`src/rtl/nd_2to1_arb_if.sv`:
```
// nd_2to1_arb_if: two-phase req/ack message link.
// master drives req/dat and receives ack; slave receives req/dat and drives ack.
// A message is pending while req != ack; dat is valid while pending.
`ifndef NS_DATA_SIZE
`define NS_DATA_SIZE 8
`endif
interface nd_2to1_arb_if #(parameter int DSZ = `NS_DATA_SIZE);
    logic           req;
    logic [DSZ-1:0] dat;
    logic           ack;
    modport master (output req, output dat, input ack);
    modport slave  (input req, input dat, output ack);
endinterface

```
`src/rtl/nd_2to1_arb.sv`:
```
// nd_2to1_arb: merges two two-phase links (rcv0, rcv1) onto one (snd0), one registered message in flight.
// Ports: i_clk, i_rst_n (async active-low); rcv0/rcv1 slave links; snd0 master link;
//        o_busy (message in flight), o_last_grant (last granted input), o_cnt0/o_cnt1 (forwarded counts, wrapping).
`ifndef NS_DATA_SIZE
`define NS_DATA_SIZE 8
`endif
module nd_2to1_arb #(
    parameter int DSZ       = `NS_DATA_SIZE,
    parameter int PRIO_MODE = 0,
    parameter int CNT_SZ    = 8
) (
    input  logic              i_clk,
    input  logic              i_rst_n,
    nd_2to1_arb_if.slave      rcv0,
    nd_2to1_arb_if.slave      rcv1,
    nd_2to1_arb_if.master     snd0,
    output logic              o_busy,
    output logic              o_last_grant,
    output logic [CNT_SZ-1:0] o_cnt0,
    output logic [CNT_SZ-1:0] o_cnt1
);
    typedef enum logic {S_IDLE, S_WAIT} state_t;
    state_t             state_q, state_d;
    logic               ack0_q, ack0_d, ack1_q, ack1_d, req_q, req_d, last_q, last_d;
    logic [DSZ-1:0]     dat_q, dat_d;
    logic [CNT_SZ-1:0]  cnt0_q, cnt0_d, cnt1_q, cnt1_d;
    logic               pend0, pend1, out_pend, grant, pick1;
    assign pend0    = rcv0.req != ack0_q;
    assign pend1    = rcv1.req != ack1_q;
    assign out_pend = req_q != snd0.ack;
    // A new grant may happen from IDLE, or in WAIT on the very edge the sink acks.
    assign grant    = (state_q == S_IDLE || !out_pend) && (pend0 || pend1);
    // rcv1 wins when alone, or in a round-robin tie when rcv0 was served last.
    assign pick1    = pend1 && (!pend0 || (PRIO_MODE == 0 && !last_q));
    always_comb begin
        state_d = state_q;
        ack0_d  = ack0_q;
        ack1_d  = ack1_q;
        req_d   = req_q;
        dat_d   = dat_q;
        last_d  = last_q;
        cnt0_d  = cnt0_q;
        cnt1_d  = cnt1_q;
        if (grant) begin
            dat_d   = pick1 ? rcv1.dat : rcv0.dat;
            ack0_d  = ack0_q ^ !pick1;
            ack1_d  = ack1_q ^ pick1;
            req_d   = !req_q;
            last_d  = pick1;
            cnt0_d  = pick1 ? cnt0_q : cnt0_q + 1'b1;
            cnt1_d  = pick1 ? cnt1_q + 1'b1 : cnt1_q;
            state_d = S_WAIT;
        end else if (state_q == S_WAIT && !out_pend) begin
            state_d = S_IDLE;
        end
    end
    always_ff @(posedge i_clk or negedge i_rst_n) begin
        if (!i_rst_n) begin
            state_q <= S_IDLE;
            ack0_q  <= 1'b0;
            ack1_q  <= 1'b0;
            req_q   <= 1'b0;
            dat_q   <= '0;
            last_q  <= 1'b1;
            cnt0_q  <= '0;
            cnt1_q  <= '0;
        end else begin
            state_q <= state_d;
            ack0_q  <= ack0_d;
            ack1_q  <= ack1_d;
            req_q   <= req_d;
            dat_q   <= dat_d;
            last_q  <= last_d;
            cnt0_q  <= cnt0_d;
            cnt1_q  <= cnt1_d;
        end
    end
    assign rcv0.ack     = ack0_q;
    assign rcv1.ack     = ack1_q;
    assign snd0.req     = req_q;
    assign snd0.dat     = dat_q;
    assign o_busy       = state_q == S_WAIT;
    assign o_last_grant = last_q;
    assign o_cnt0       = cnt0_q;
    assign o_cnt1       = cnt1_q;
endmodule
```
`src/flat_wrapper.sv`:
```
// flat-port wrapper written by rule: the top's interface ports become plain ports
module nd_2to1_arb_flat 
#(
    parameter int DSZ       = `NS_DATA_SIZE,
    parameter int PRIO_MODE = 0,
    parameter int CNT_SZ    = 8
)
  (i_clk, i_rst_n, o_busy, o_last_grant, o_cnt0, o_cnt1, rcv0_req, rcv0_dat, rcv0_ack, rcv1_req, rcv1_dat, rcv1_ack, snd0_req, snd0_dat, snd0_ack);
  nd_2to1_arb_if #(.DSZ(DSZ)) rcv0_i ();
  nd_2to1_arb_if #(.DSZ(DSZ)) rcv1_i ();
  nd_2to1_arb_if #(.DSZ(DSZ)) snd0_i ();
  input  logic i_clk;
  input  logic i_rst_n;
  output logic o_busy;
  output logic o_last_grant;
  output logic [CNT_SZ-1:0] o_cnt0;
  output logic [CNT_SZ-1:0] o_cnt1;
  input wire logic [$bits(rcv0_i.req)-1:0] rcv0_req;
  input wire logic [$bits(rcv0_i.dat)-1:0] rcv0_dat;
  output wire logic [$bits(rcv0_i.ack)-1:0] rcv0_ack;
  input wire logic [$bits(rcv1_i.req)-1:0] rcv1_req;
  input wire logic [$bits(rcv1_i.dat)-1:0] rcv1_dat;
  output wire logic [$bits(rcv1_i.ack)-1:0] rcv1_ack;
  output wire logic [$bits(snd0_i.req)-1:0] snd0_req;
  output wire logic [$bits(snd0_i.dat)-1:0] snd0_dat;
  input wire logic [$bits(snd0_i.ack)-1:0] snd0_ack;
  assign rcv0_i.req = rcv0_req;
  assign rcv0_i.dat = rcv0_dat;
  assign rcv0_ack = rcv0_i.ack;
  assign rcv1_i.req = rcv1_req;
  assign rcv1_i.dat = rcv1_dat;
  assign rcv1_ack = rcv1_i.ack;
  assign snd0_req = snd0_i.req;
  assign snd0_dat = snd0_i.dat;
  assign snd0_i.ack = snd0_ack;
  nd_2to1_arb #(.DSZ(DSZ), .PRIO_MODE(PRIO_MODE), .CNT_SZ(CNT_SZ)) u_core (.i_clk(i_clk), .i_rst_n(i_rst_n), .rcv0(rcv0_i), .rcv1(rcv1_i), .snd0(snd0_i), .o_busy(o_busy), .o_last_grant(o_last_grant), .o_cnt0(o_cnt0), .o_cnt1(o_cnt1));
endmodule
```
`config.mk`:
```
export PLATFORM = sky130hd
export DESIGN_NAME = nd_2to1_arb_flat
export DESIGN_NICKNAME = d
export VERILOG_FILES = /design/src/rtl/nd_2to1_arb_if.sv /design/src/rtl/nd_2to1_arb.sv /design/src/flat_wrapper.sv
export SDC_FILE = /design/constraint.sdc
export NUM_CORES = 1
export LEC_CHECK = 0
export CAP_MARGIN = 20
export CORE_ASPECT_RATIO = 1.1
export CORE_MARGIN = 5
export CORE_UTILIZATION = 34
export DETAILED_ROUTE_END_ITERATION = 6
export PLACE_DENSITY = 0.75
export RECOVER_POWER = 25
export SYNTH_ARGS = -nofsm -noshare
export SYNTH_HDL_FRONTEND = slang
export SYNTH_SLANG_ARGS = --single-unit
```
`constraint.sdc`:
```
create_clock -name i_clk -period 1.8 [get_ports i_clk]
set_clock_uncertainty 0.15 [all_clocks]
set_input_delay 0.45 -clock i_clk [delete_from_list [all_inputs] [get_ports i_clk]]
set_output_delay 0.45 -clock i_clk [all_outputs]
set_load 0.01 [all_outputs]
```
* Yosys cells after proc, flatten, opt, wreduce, memory -nomap -nowiden *
Index checks and enable logic that the tools add are counted.
Widths: inputs -> output; s select.

cells by class
  reductions and logical operators = 14
  muxes and demuxes = 3
  add/subtract/negate cells = 2
  bitwise gates (word level) = 4
  equality and inequality tests = 3

operator list
  operator             count
  $add 8x1->8 const B  2
  $mux 8               1
  $logic_not 1->1      5
  $reduce_and 2->1     2
  $logic_and 1x1->1    3
  $logic_or 1x1->1     3
  $ne 1x1->1           3
  $mux 1               2
  $not 1->1            2
  $reduce_bool 2->1    1
  $xor 1x1->1          2

storage, ports and cells
  register bits after elaboration = 29
  input bits = 21
  word-level logic and storage cells = 34
  output and inout bits = 29

* Longest topological paths before layout *
  depth after elaboration = 6
  mapped depth = 5
  depth with buffers taken out = 4

* Worst setup path after synthesis *
Ideal clock, no wire load.

  kind = flip-flop to flip-flop
  start point = register u_core.ack0_q, in the netlist u_core.rcv0.ack
  end point = register u_core.cnt1_q[1], in the netlist u_core.o_cnt1[1]
  stages on the path, launching flop included = 4
  setup time = 0.125 ns
  arrival time = 1.556 ns
  path slack = -0.030 ns
  path buffers = 0
  required time = 1.525 ns
  period minus slack after synthesis = 1.830 ns
  cells stage by stage = dfrtp_1 -> xor2_2 -> a221oi_2 -> mux2_2

between the ends
  word-level cells in the longest chain between the ends = 5
  elaborated cells between the ends (all ways) = 7
  those cells by class = eq/ne: 1; reduce/logical: 6

RTL lines
  item                            line               text
  start, declared                 nd_2to1_arb.sv:24  logic ack0_q, ack0_d, ack1_q, ack1_d, req_q, req_d, last_q, last_d;
  start signal, assigned          nd_2to1_arb.sv:69  ack0_q <= ack0_d;
  $ne 1x1->1 (*)                  nd_2to1_arb.sv:28  assign pend0 = rcv0.req != ack0_q;
  $logic_not 1->1                 nd_2to1_arb.sv:34  assign pick1 = pend1 && (!pend0 || (PRIO_MODE == 0 && !last_q));
  $logic_or 1x1->1                nd_2to1_arb.sv:34
  $logic_and 1x1->1               nd_2to1_arb.sv:34
  $reduce_and 2->1 (no line) (*)  n/a
  end signal, assigned            nd_2to1_arb.sv:75  cnt1_q <= cnt1_d;
  end, declared                   nd_2to1_arb.sv:26  logic [CNT_SZ-1:0] cnt0_q, cnt0_d, cnt1_q, cnt1_d;

Every way passes the cells marked *; elsewhere a longest branch is shown, timed or not.
A chain may end at the register's enable or synchronous reset.

==> run summary <==
• u_core.o_cnt1[1] — Critical R2R Capture
• yes — setup repair after global routing missed its margin
• register to register — class of the worst hold path
• 23 — placement row count
• XOR/XNOR gates — main combinational cell family by area after synthesis
• 0.772 — final RePlAce weighted congestion
• 1790 ps — minimum period implied by the final worst setup slack
• 12.1 µm² — synthesized area per cell
• 1162 — routed via count
• sky130_fd_sc_hd__clkbuf_8 — Root Buffer
• 4.86 — Via-to-Cell Ratio
• 211 — count of nets after finishing
• 1.00 — share of synthesized flip-flops with an asynchronous set or reset
• 0.359 — initial core utilization
• 4 — number of detailed-route iterations in the first pass
• 1330 µm² — cell area after technology mapping
• 0 — total number of yosys warnings
• 0.0188 — arithmetic-cell share of the synthesized area counting full adders, half adders and majority gates
• 0.525 — share of the synthesized area in the top cell type
• 49 — quantity of I/O buffers inserted on ports
• 110 — Syn Inst Count
• sky130_fd_sc_hd__dfrtp_1 — Synth Flop Type
• register to register — crit path kind
• 0 — number of max-slew violations in the final report
• buffers and inverters — CP top delay family
• sky130_fd_sc_hd__dfrtp_1 — cell type with the largest total area after synthesis
• 29 — count of cell types in the netlist
• 2790 µm — HPWL after DPL
• 19 — starting DRC count in detailed routing
• 12 — pin count of the biggest net entering global routing
• 5 — CTS buffer count
• 72.8% — signed area change from the synthesized netlist to the final layout
• 0.611 — worst slew margin relative to its limit
• 0 — Routed Antenna Nets
• 0.0281 — share of synthesized area spent on multiplexers
• 60 ps — clock transition time at the flip-flop clock pins of the worst setup and hold paths
• sky130_fd_sc_hd__dfrtp_1 — cell with the largest stage delay on the worst path
• 6 — cells on worst reg2reg path
• 3 — buffering stage count on the worst path with inverters included
• 0.994 — crit share post-route
• 583 ps — transition at the pin with the smallest max-transition slack
• 3870 µm — wire length reported by the detailed router
• 69.7 µm — chip width
• 0.123 — compound-gate portion of the synthesized area
• 29 — clock sink total
• 1820 ps — required time at the worst-slack endpoint
• 0 — leftover overflow at the end of global routing
• 6400 µm — global-route wire length before repair
• 0 — number of endpoints with negative hold slack in the final report
• complete, no violations — status
• 1810 ps — Worst EP arrival
• 0.270 — fraction of final layout cells with drive strength greater than 1
• 0 — number of antenna violations at the first check in global routing
• 2 — level count of the clock H-tree
• 133 — Synth Net Count
• sky130_fd_sc_hd__dfrtp_1, sky130_fd_sc_hd__nand2_1, sky130_fd_sc_hd__xnor2_1 — list of most frequent post-synthesis cells
• 0.559 GHz — timing-limited maximum frequency
• 16.2 µm — average wire per cell in the routed design
• 5280 µm² — total die area
• 280 ps — Worst-Skew Late Latency
• 0 ps — Setup TNS
• 0.129 — simple-gate share of the synthesized area
• 29 — flip-flop and latch count after synthesis
• sky130_fd_sc_hd__dfrtp_1, sky130_fd_sc_hd__xnor2_1, sky130_fd_sc_hd__a22oi_1 — dominant cells by area after synthesis
• done — CTS tree
• 0.137 — xor and xnor fraction of the mapped netlist area
• 1.13 nW — static leakage
• 0 — cts-stage hold buffer count
• 10 ps — internal reg-to-reg setup slack
• register — Critical Path Sink Type
• sky130_fd_sc_hd__buf_4 — cell mode on critical path
• 50 — number of top-level pins
• u_core.o_cnt1[1] — end point of the critical path
• 6 — number of cells on the critical path
• 0 — final setup fails
• 0 — DRC violations left
• 8 — critical path fanouts, max
• 239 — final non-filler cell total
• 380 ps — delay of the slowest cell on the worst path
• 1980 nW/µm² — total power divided by cell area
• 0.00127 V — worst IR drop on VDD
• buf_4, xnor2_2, buf_4, a221oi_4, buf_6, mux2_4 — cell chain of the critical path
• 0 — Max Cap Violations
• 2 — Clock Tree Buf Depth
• 0 — Inserted Diodes
• 75.7 µm — die outline height
• register — launching element type of the critical path
• 220 — Placed Cells incl. Taps
• 0.545 — sequential fraction of the synthesis area
• sky130_fd_sc_hd__dfrtp_1 — dominant cell by count in the synthesized netlist
• 1298 — vias in the first global route
• 288 — number of fill cells
• 3710 µm² — Floorplan Core Area
• 0.161 — global-route usage over all layers
• 0 — number of enable flip-flop cells after synthesis
• u_core.o_cnt1[7] — startpoint of the lowest-slack hold path
## stage by stage
stage	setup slack, ps	power, mW	hold WS, ps	utilization	cell area, µm²
CTS	-45.3	4.38	318	0.592	2200
global placement	-445	3.44	311	0.538	2000
global route	-26.7	4.85	347	0.621	2300
detailed placement	-514	3.55	312	0.538	2000
finish	10.6	4.57	314	0.621	2300
floorplan	51.4	2.37	4.41	-	1350
## timing repair
item                                    4_1_cts  5_1_grt
endpoints found under the setup margin       47       30
setup buffers                                10        1
gates resized for setup                      30       23
cloned                                        0        0
hold endpoints to repair                      0        0
pin swaps                                     6        7
## cells in the final DEF (no fill, tap or decap), types with 2 or more instances in the layout
master / instances
sky130_fd_sc_hd__a21oi_4: 2
sky130_fd_sc_hd__xor2_1: 4
sky130_fd_sc_hd__mux2_4: 3
sky130_fd_sc_hd__a22oi_1: 8
sky130_fd_sc_hd__clkbuf_1: 2
sky130_fd_sc_hd__buf_6: 5
sky130_fd_sc_hd__dlymetal6s2s_1: 9
sky130_fd_sc_hd__buf_4: 18
sky130_fd_sc_hd__dfrtp_2: 2
sky130_fd_sc_hd__xor2_4: 2
sky130_fd_sc_hd__nand4_1: 6
sky130_fd_sc_hd__nand2_1: 13
sky130_fd_sc_hd__and3_1: 3
sky130_fd_sc_hd__clkdlybuf4s50_1: 17
sky130_fd_sc_hd__ha_1: 2
sky130_fd_sc_hd__dlygate4sd2_1: 21
sky130_fd_sc_hd__xnor2_1: 12
sky130_fd_sc_hd__o21ai_0: 8
sky130_fd_sc_hd__clkbuf_8: 6
sky130_fd_sc_hd__dfrtp_1: 26
## how the worst min path moves through the flow
stage	to	slack, ps	cells past startpoint
after floorplan	async pin	4	0
after global placement	u_core.o_cnt0[7]	310	1
after CTS	u_core.o_cnt0[1]	320	1
after detailed placement	u_core.o_cnt1[7]	310	1
final	u_core.o_cnt1[7]	310	1
after global routing	u_core.o_cnt1[7]	350	1
## state kept, by name, indices dropped and copies added (netlist names), named ones only
signal and cells:
u_core.o_cnt0 8, u_core.o_cnt1 8, u_core.snd0.dat 8, u_core.o_busy 1, u_core.o_last_grant 1, u_core.rcv0.ack 1, u_core.snd0.req 1
## worst reg2reg max path, stage by stage, from the launching register on
cell	delay, ps
sky130_fd_sc_hd__dfrtp_1	380
sky130_fd_sc_hd__buf_4	160
sky130_fd_sc_hd__xnor2_2	180
sky130_fd_sc_hd__buf_4	160
sky130_fd_sc_hd__a221oi_4	190
sky130_fd_sc_hd__buf_6	170
sky130_fd_sc_hd__mux2_4	300
## layout make-up
class                           count  area (µm²)  share of cell area
Timing Repair Buffer               75         707               0.307
Clock buffer                        7        86.3              0.0375
Sequential cell                    29         729               0.317
Tap cell                           50        62.6              0.0271
Clock inverter                      1        30.0              0.0130
Multi-Input combinational cell     77         689               0.299
## routing by layer
layer  up-vias  global-route usage  part of all wire
li1        545                   -                 -
met1       568               0.167              0.39
met2        42               0.301              0.54
met3         7              0.0594             0.058
met4         0              0.0638             0.015
met5         -                   0                 0
## where the power goes
part	total [mW]	switching, mW	internal (mW)	leakage [nW]
sequential	1.17	0.206	0.962	0.357
clock	0.697	0.246	0.451	0.0585
combinational	2.70	1.26	1.44	0.716
total	4.57	1.72	2.85	1.13
## cells by family (layout without fill, tap and decap cells)
group,after synthesis,after routing
flops,29,29
xor+xnor,20,20
mux,3,3
fa+ha+maj,2,2
simple gates,29,29
compound gates,23,23
buf+inv,4,83
Power figures use the tool's default switching activity.
